### config.mk
export PLATFORM = sky130hd
export DESIGN_NAME = ss3_datastack_param
export DESIGN_NICKNAME = d
export VERILOG_FILES = /design/src/rtl/ss3_ds_pkg.sv /design/src/rtl/ss3_ds_regfile.sv /design/src/rtl/ss3_datastack_param.sv
export SDC_FILE = /design/constraint.sdc
export NUM_CORES = 1
export LEC_CHECK = 0
export ABC_AREA = 1
export CAP_MARGIN = 0
export CORE_ASPECT_RATIO = 1.25
export CORE_UTILIZATION = 32
export CTS_BUF_LIST = sky130_fd_sc_hd__clkbuf_8
export CTS_CLUSTER_SIZE = 8
export DETAILED_ROUTE_END_ITERATION = 10
export PLACE_DENSITY = 0.53
export SLEW_MARGIN = 5
export SYNTH_ARGS = -nofsm -noshare
export SYNTH_HDL_FRONTEND = slang
export SYNTH_SLANG_ARGS = --single-unit
### constraint.sdc
create_clock -name CLK -period 8.25 [get_ports CLK]
set_clock_uncertainty 0.05 [all_clocks]
set_input_delay 1.2375 -clock CLK [delete_from_list [all_inputs] [get_ports CLK]]
set_output_delay 1.2375 -clock CLK [all_outputs]
set_load 0.02 [all_outputs]
### src/rtl/ss3_ds_pkg.sv
// ---------------------------------------------------------------------------
// ss3_ds_pkg
// Shared definitions for the third-generation processor data stack:
//   - ds_op_e : stack opcode encoding driven on the 'op' port
//   - DS_WIDTH / DS_DEPTH / DS_NSRC : default geometry shared with the datapath
// ---------------------------------------------------------------------------
package ss3_ds_pkg;

   typedef enum logic [1:0] {
      OP_NOP  = 2'b00,
      OP_PUSH = 2'b01,
      OP_POP  = 2'b10,
      OP_SWAP = 2'b11
   } ds_op_e;

   localparam int DS_WIDTH = 16;
   localparam int DS_DEPTH = 16;
   localparam int DS_NSRC  = 5;

endpackage

### src/rtl/ss3_ds_regfile.sv
// ---------------------------------------------------------------------------
// ss3_ds_regfile
// Stack RAM below TR: DEPTH x WIDTH, one synchronous write port and one
// asynchronous (combinational) read port. The array has no reset.
// Ports:
//   clk_i    in   clock
//   we_i     in   write enable
//   waddr_i  in   write address
//   wdata_i  in   write data
//   raddr_i  in   read address
//   rdata_o  out  read data (combinational)
// ---------------------------------------------------------------------------
module ss3_ds_regfile #(
   parameter int WIDTH = 16,
   parameter int DEPTH = 16,
   parameter int AW    = $clog2(DEPTH)
) (
   input  logic             clk_i,
   input  logic             we_i,
   input  logic [AW-1:0]    waddr_i,
   input  logic [WIDTH-1:0] wdata_i,
   input  logic [AW-1:0]    raddr_i,
   output logic [WIDTH-1:0] rdata_o
);

   logic [WIDTH-1:0] mem_q [DEPTH];

   always_ff @(posedge clk_i) begin
      if (we_i) begin
         mem_q[waddr_i] <= wdata_i;
      end
   end

   assign rdata_o = mem_q[raddr_i];

endmodule

### src/rtl/ss3_datastack_param.sv
// ---------------------------------------------------------------------------
// ss3_datastack_param
// Parametrised processor data stack. Top-of-stack lives in register TR; the
// DEPTH entries below it live in ss3_ds_regfile. Supports NOP/PUSH/POP/SWAP,
// a TR load from one of NSRC packed sources, full/empty status and sticky
// overflow/underflow flags.
// Ports:
//   CLK        in   clock, rising edge
//   reset      in   asynchronous active-high reset
//   op         in   2-bit opcode (ds_op_e)
//   tr_write   in   load TR from selected source
//   tr_src     in   source select (>= NSRC selects 0)
//   src_bus    in   NSRC packed WIDTH-bit sources
//   err_clear  in   clears ovf/unf (a new error on the same edge wins)
//   tos        out  TR value
//   nos        out  RAM[count-1], 0 when empty
//   count      out  entries in RAM (TR excluded)
//   full       out  count == DEPTH
//   empty      out  count == 0
//   ovf        out  sticky PUSH-while-full
//   unf        out  sticky POP/SWAP-while-empty
// ---------------------------------------------------------------------------
module ss3_datastack_param
   import ss3_ds_pkg::*;
#(
   parameter  int WIDTH = DS_WIDTH,
   parameter  int DEPTH = DS_DEPTH,
   parameter  int NSRC  = DS_NSRC,
   localparam int CNT_W = $clog2(DEPTH + 1),
   localparam int SEL_W = $clog2(NSRC)
) (
   input  logic                  CLK,
   input  logic                  reset,
   input  logic [1:0]            op,
   input  logic                  tr_write,
   input  logic [SEL_W-1:0]      tr_src,
   input  logic [NSRC*WIDTH-1:0] src_bus,
   input  logic                  err_clear,
   output logic [WIDTH-1:0]      tos,
   output logic [WIDTH-1:0]      nos,
   output logic [CNT_W-1:0]      count,
   output logic                  full,
   output logic                  empty,
   output logic                  ovf,
   output logic                  unf
);

   localparam int AW = $clog2(DEPTH);

   logic [WIDTH-1:0] tos_q, tos_d;
   logic [CNT_W-1:0] count_q, count_d;
   logic             ovf_q, ovf_d;
   logic             unf_q, unf_d;

   logic [WIDTH-1:0] src_sel;
   logic             full_w, empty_w;
   logic [AW-1:0]    top_addr;
   logic [AW-1:0]    push_addr;
   logic             rf_we;
   logic [AW-1:0]    rf_waddr;
   logic [WIDTH-1:0] rf_rdata;

   // Out-of-range selects fall through to the zero default.
   always_comb begin
      src_sel = '0;
      for (int k = 0; k < NSRC; k++) begin
         if (tr_src == SEL_W'(k)) begin
            src_sel = src_bus[k*WIDTH +: WIDTH];
         end
      end
   end

   assign full_w  = (count_q == CNT_W'(DEPTH));
   assign empty_w = (count_q == '0);

   // Address arithmetic is done modulo 2^AW: count-1 is always < DEPTH when
   // it is used, so dropping the count MSB (count == DEPTH, power-of-two
   // DEPTH) still yields DEPTH-1.
   assign push_addr = count_q[AW-1:0];
   assign top_addr  = count_q[AW-1:0] - AW'(1);

   ss3_ds_regfile #(
      .WIDTH (WIDTH),
      .DEPTH (DEPTH),
      .AW    (AW)
   ) u_regfile (
      .clk_i   (CLK),
      .we_i    (rf_we),
      .waddr_i (rf_waddr),
      .wdata_i (tos_q),
      .raddr_i (top_addr),
      .rdata_o (rf_rdata)
   );

   always_comb begin
      tos_d    = tos_q;
      count_d  = count_q;
      // Clear first so that an error raised below on the same edge wins.
      ovf_d    = ovf_q & ~err_clear;
      unf_d    = unf_q & ~err_clear;
      rf_we    = 1'b0;
      rf_waddr = push_addr;

      case (ds_op_e'(op))
         OP_NOP: begin
            if (tr_write) tos_d = src_sel;
         end
         OP_PUSH: begin
            if (full_w) begin
               ovf_d = 1'b1;
            end else begin
               rf_we   = 1'b1;
               count_d = count_q + CNT_W'(1);
               if (tr_write) tos_d = src_sel;
            end
         end
         OP_POP: begin
            if (empty_w) begin
               unf_d = 1'b1;
            end else begin
               count_d = count_q - CNT_W'(1);
               tos_d   = tr_write ? src_sel : rf_rdata;
            end
         end
         OP_SWAP: begin
            if (empty_w) begin
               unf_d = 1'b1;
            end else begin
               rf_we    = 1'b1;
               rf_waddr = top_addr;
               tos_d    = rf_rdata;
            end
         end
      endcase
   end

   always_ff @(posedge CLK or posedge reset) begin
      if (reset) begin
         tos_q   <= '0;
         count_q <= '0;
         ovf_q   <= 1'b0;
         unf_q   <= 1'b0;
      end else begin
         tos_q   <= tos_d;
         count_q <= count_d;
         ovf_q   <= ovf_d;
         unf_q   <= unf_d;
      end
   end

   assign tos   = tos_q;
   assign nos   = empty_w ? '0 : rf_rdata;
   assign count = count_q;
   assign full  = full_w;
   assign empty = empty_w;
   assign ovf   = ovf_q;
   assign unf   = unf_q;

endmodule

After elaboration in Yosys (flattened, before gate mapping)
Memory sizes are Yosys's and may differ from the RTL's.
Cells that the tools add are included.
{ "op_classes": {"bitwise_logic": 3, "n_addsub": 3, "eq_ne": 11, "reduce_logical": 7, "n_mux": 26} }
{ "ops": {"columns": ["operator", "n"], "rows": [
  ["$mux 16", 11],
  ["$pmux 16 s4", 1],
  ["$mux 5", 2],
  ["$pmux 5 s2", 1],
  ["$mux 1", 8],
  ["$mux 4", 2],
  ["$eq 3x2->1 const B", 2],
  ["$ne 2x2->1 const B", 3],
  ["$reduce_and 3->1", 2],
  ["$add 5x1->5 const B", 1],
  ["$eq 5x5->1 const B", 1],
  ["$logic_not 5->1", 1],
  ["$sub 5x1->5 const B", 1],
  ["$eq 2x2->1 const B", 2],
  ["$sub 4x1->4 const B", 1],
  ["$eq 3x1->1 const B", 1],
  ["$eq 3x3->1 const B", 1],
  ["$logic_not 3->1", 1],
  ["$and 1x1->1", 2],
  ["$eq 2x1->1 const B", 1],
  ["$logic_not 2->1", 1],
  ["$pmux 1 s2", 1],
  ["$reduce_bool 2->1", 1],
  ["$reduce_or 2->1", 1],
  ["$not 1->1", 1]
]} }
{ "totals": {"inputBits": 89, "ram_bits": 256, "wordCells": 55, "n_memories": 1, "regBits": 23} }
{ "memory_table": {"columns": ["name", "depth", "width", "rd", "rd_ports_with_merged_regs", "write_ports", "line", "source"], "rows": [
  ["u_regfile.mem_q", 16, 16, 1, 0, 1, "ss3_ds_regfile.sv:26", "logic [WIDTH-1:0] mem_q [DEPTH];"]
]} }

Longest topological paths before layout
{ "logic_depth": {"word_depth": 9, "depth_mapped": 13} }

Modules after synthesis
Synthesis repeated with hierarchy kept, for this count alone.
{ "unflattened": {"cells_unflattened": 1518, "area_unflattened_um2": 13658.1} }
{ "modules_own_cells": {"columns": ["module", "area_per_inst_um2", "cells_each", "instances", "seq_area_each_um2"], "rows": [
  ["ss3_ds_regfile", 11060.6, 1058, 1, 7687.4],
  ["ss3_datastack_param", 2597.5, 460, 1, 575.6]
]} }

Worst setup path before layout
No wires, ideal clock.
{ "synth_timing": {"path_type": "reg2out", "start": "register count_q[0], in the netlist count[0]", "end": "output nos[10]", "setup_slack_ns": 4.724, "path_stages_with_launch": 13, "arrival_ns": 2.238, "path_buffers": 5, "cell_sequence": "dfrtp_1 buf_2 inv_2 buf_6 buf_4 ha_1 buf_2 buf_1 nand3_1 nand3_1 nand3_1 nand2_1 nor2_1"} }
{ "synth_via": {"elab_chain_len": 3} }
{ "synth_rtl": {"columns": ["item", "line", "source"], "rows": [
  ["start, declared", "ss3_datastack_param.sv:51", "logic [CNT_W-1:0] count_q, count_d;"],
  ["start signal, assigned", "ss3_datastack_param.sv:145", "count_q <= count_d;"],
  ["$sub 4x1->4", "ss3_datastack_param.sv:80", "assign top_addr = count_q[AW-1:0] - AW'(1);"],
  ["$mem_v2 16x16", null, null],
  ["$mux 16 (*)", "ss3_datastack_param.sv:152", "assign nos = empty_w ? '0 : rf_rdata;"],
  ["end, declared", "ss3_datastack_param.sv:40", "output logic [WIDTH-1:0] nos,"]
]} }
Mark *: on every way between the ends. The rest lies on a longest branch, timed or not.

Final worst setup path
{ "layout_timing": {"start": "register count_q[0], in the netlist count[0]", "end": "output nos[3]"} }
Same word-level chain as after synthesis.

==> summary.md <==
| Metric | Value |
|---|---|
| Outcome | finished, violations left |
| Failing checks | design-rule violations |
| Cell leakage power | 5.88 nW |
| Final-layout worst hold slack | approximately 0.48 ns |
| Initial Util | between 30% and 40% |
| Setup violation total in the final timing report | 0 |
| Combinational Power Share | about 46% |
| Top cell type by total area after synthesis | edfxtp_1 |
| Upper clock frequency limit | 165 MHz |
| Clock slew at reported path FFs | 0.06 ns |
| WL/cell | about 20 µm |
| Post-Synthesis Net Count | 1318 |
| Slew headroom | roughly a third |
| Cell area after layout | 15200 µm² |
| Synthesized netlist cell count | 1223 |
| Length of the first detailed-routing pass in iterations | 8 |
| Hold worst-path end | ovf |
| Most instantiated cells after synthesis | nand2_1 (343), nand3_1 (290), edfxtp_1 (256) |
| Max H-tree Level | 2 |
| Proportion of power drawn by flip-flops and latches | a little over a third |
| Synth-to-layout area growth | 20.7% |
| FF-to-FF setup slack | 3.77 ns |
| Peak supply drop | 164 µV |
| First-pass GRT wire length | about 56000 µm |
| Post-route insts no fill | 1888 |
| Cell at the slowest stage of the critical path | dfrtp_4 |
| Top delay family on crit path | buffers and inverters |
| Std cell rows | 81 |
| Number of I/O pins | 130 |
| Total count of hold-check failures in the final report | 0 |
| Total of flip-flops plus latches after synthesis | around 280 |
| Internal power component | 0.00341 W |
| Clock tree sinks | 279 |
| Final weighted congestion in routability-driven placement | about 0.79 |
| Syn Std Cell Area | ~13000 µm² |
| Number of different library cells in the post-synthesis netlist | 31 |
| Top-area cell type share of the netlist area | 60.9% |
| Sw Share | between 40% and 50% |
| Primary flip-flop cell chosen by synthesis mapping | edfxtp_1 |
| Synthesized area per cell | roughly 10 µm² |
| Post-cts hold buffer count | 0 |
| Area contributors post-synth | edfxtp_1 (61%), nand3_1 (11%), nand2_1 (10%), dfrtp_1 (4.6%), nor2_1 (2.3%) |
| Global routing usage summed across all routing layers | between 10% and 20% |
| Fill cells | about 3800 |
| Initial detailed-routing violation count | 719 |
| Startpoint of the most critical register-to-register path | count[0] |
| Layout Nets | 1452 |
| Via Count | a little over 9000 |
| Post-route antenna net violation count | 0 |
| Cell breakdown of the critical path | inv_4 -> ha_2 -> buf_4 -> inv_2 -> buf_4 -> nand3_1 -> nand3_1 -> nand3_1 -> nand2_1 -> nor2_1 -> clkdlybuf4s50_1 |
| Synth warnings | 0 |
| Overall overflow remaining after global route | 0 |
| Min-delay worst type | reg2reg |
| Clock Power Share | 17.5% |
| Switching Power | 0.00271 W |
| Total Die Area | 40300 µm² |
| Critical path class | reg2out |
| Crit-path max cell delay | ~0.7 ns |
| Accumulated negative setup slack | 0 ns |
| Kind of start point of the critical path | flip-flop |
| Final clock period utilization by the worst path | 73.6% |
| Clock Latency Late Sink | roughly 0.56 ns |
| Detailed placement HPWL | 23400 µm |
| Total power consumption of the routed design | between 0.006 and 0.007 W |
| Hold path startpoint | ovf |
| Seq/Total Area, Yosys | 65.4% |
| Post-synth EDFFs | 256 |
| Share of synthesized registers carrying an async set or reset | just over 8% |
| Endpoint kind of the worst setup timing path | primary output |
| R2R depth | 9 |
| Buffers and inverters on the worst path | 5 |
| Worst slew pin tran | just over 1 ns |
| Most frequent cell after synthesis | nand2_1 |
| Number of max-slew violations in the final report | 0 |
| Total Routed Length | 37700 µm |
| Vias/cell | between 4 and 5 |
| CTS Buffer Depth | 3 |
| Placement-stage cell area | 14400 µm² |
| Worst path arrival time | 4.78 ns |
| Post-cts sizing count | 0 |
| Die Wd | between 150 and 200 µm |
| Number of antenna violations at the first check in global routing | 1 |
| Required time of the critical path | 6.96 ns |
| Destination of the worst register-to-register timing path | u_regfile.mem_q[0][13] |
| Share of final-layout standard cells stronger than drive strength 1 | 10.5% |
| Remaining DRCs | 2 |
| Most prevalent standard cell on the critical path | nand3_1 |
| Number of buffers inserted during clock tree synthesis | 44 |
| Number of placed instances, taps included | ~1800 |
| Number of port buffers | 129 |
| Crit path time final | around 6.1 ns |
| Max cap viols | 0 |
| Setup repair after global routing missed its margin | no |
| Pwr dens | ~400 nW/µm² |
| Highest net fanout along the worst path | 54 |
| CTS tree | done |
| Clock root cell | clkbuf_8 |
| Via count of the first global-routing pass | ~9000 |
| Die Height | 224 µm |
| Maximum number of pins on one net before global-route repair | 81 |
| Number of cells on the worst hold path | 2 |
| Area of the core | 39000 µm² |
| Setup Fix Bufs, Post-CTS | 0 |
-- sequential cells by signal (all words and copies together) (netlist names) --
register	cells
u_regfile.mem_q	256
tos	16
count	5
ovf	1
unf	1
-- worst max path at each step --
| stage | slack [ns] | from | cells after the start | to |
|---|---|---|---|---|
| floorplan | 4.72 | count[0] | 12 | nos[10] |
| global placement | 2.82 | count[0] | 11 | nos[3] |
| detailed placement | 2.76 | count[0] | 11 | nos[8] |
| CTS | 2.13 | count[0] | 11 | nos[8] |
| global route | 1.89 | count[0] | 11 | nos[3] |
| finish | 2.18 | count[0] | 11 | nos[3] |
-- cells by family after synthesis --
kind of cell	synth area share, %
compound gates	3.04
xor+xnor	0.545
fa+ha+maj	0.654
buf+inv	4.88
flops	65.4
simple gates	25.4
-- power groups by stage --
stage	Clock (W)	Combinational, W	Sequential, W
after CTS	0.00109	0.00287	0.00222
after floorplan	0	0.00170	0.00217
after detailed placement	0	0.00285	0.00224
after global routing	0.00114	0.00310	0.00225
final	0.00107	0.00284	0.00221
after global placement	0	0.00284	0.00224
-- layout by cell type (no fill, tap or decap), types with 2 or more instances in the layout --
cell,Yosys,final
nand2_2,3,3
o21ai_0,18,18
nand2_1,343,343
a21oi_2,20,20
dfrtp_1,23,22
xnor2_1,3,3
clkbuf_8,0,50
ha_1,5,4
nand3_1,290,290
xor2_1,3,3
a21oi_1,16,16
nor2_4,3,3
buf_4,9,26
edfxtp_1,256,256
nor2_1,77,61
nand4_1,2,2
nor2_2,11,27
clkinv_1,0,4
inv_2,10,9
inv_1,60,84
o21ai_1,5,5
clkdlybuf4s50_1,0,129
-- layer usage --
metal  wire [µm]  GRT usage, %
met1       15200          22.3
met2       19400          34.3
met3        2330          3.45
met4         818          5.84
met5           0             0
-- metrics by stage --
step	setup WS, ns	util [%]
2_1_floorplan	4.72	-
3_3_place_gp	2.82	37.0
3_5_place_dp	2.76	37.0
4_1_cts	2.13	39.1
5_1_grt	1.89	39.1
6_report	2.18	39.1
-- worst reg2reg max path: stages, from the launching register on --
cell and delay, ns:
dfrtp_4 0.83, inv_4 0.40, ha_2 0.52, buf_4 0.34, buf_4 0.52, o21ai_1 0.25
inv_1 0.11, nand2_1 0.14, nor2_2 0.60, buf_4 0.39
-- final cells by class --
type                    instances  area [µm²]  area share, %
flip-flops and latches        279        8270           54.2
clock buffers                  50         688           4.52
clock inverters                28         105          0.690
diodes                          1        2.50         0.0164
repair buffers                155        1490           9.75
well taps                     498         623           4.09
inverters                      70         265           1.74
multi-input cells             807        3800           25.0
No activity file was read; power rests on OpenSTA's default activity.
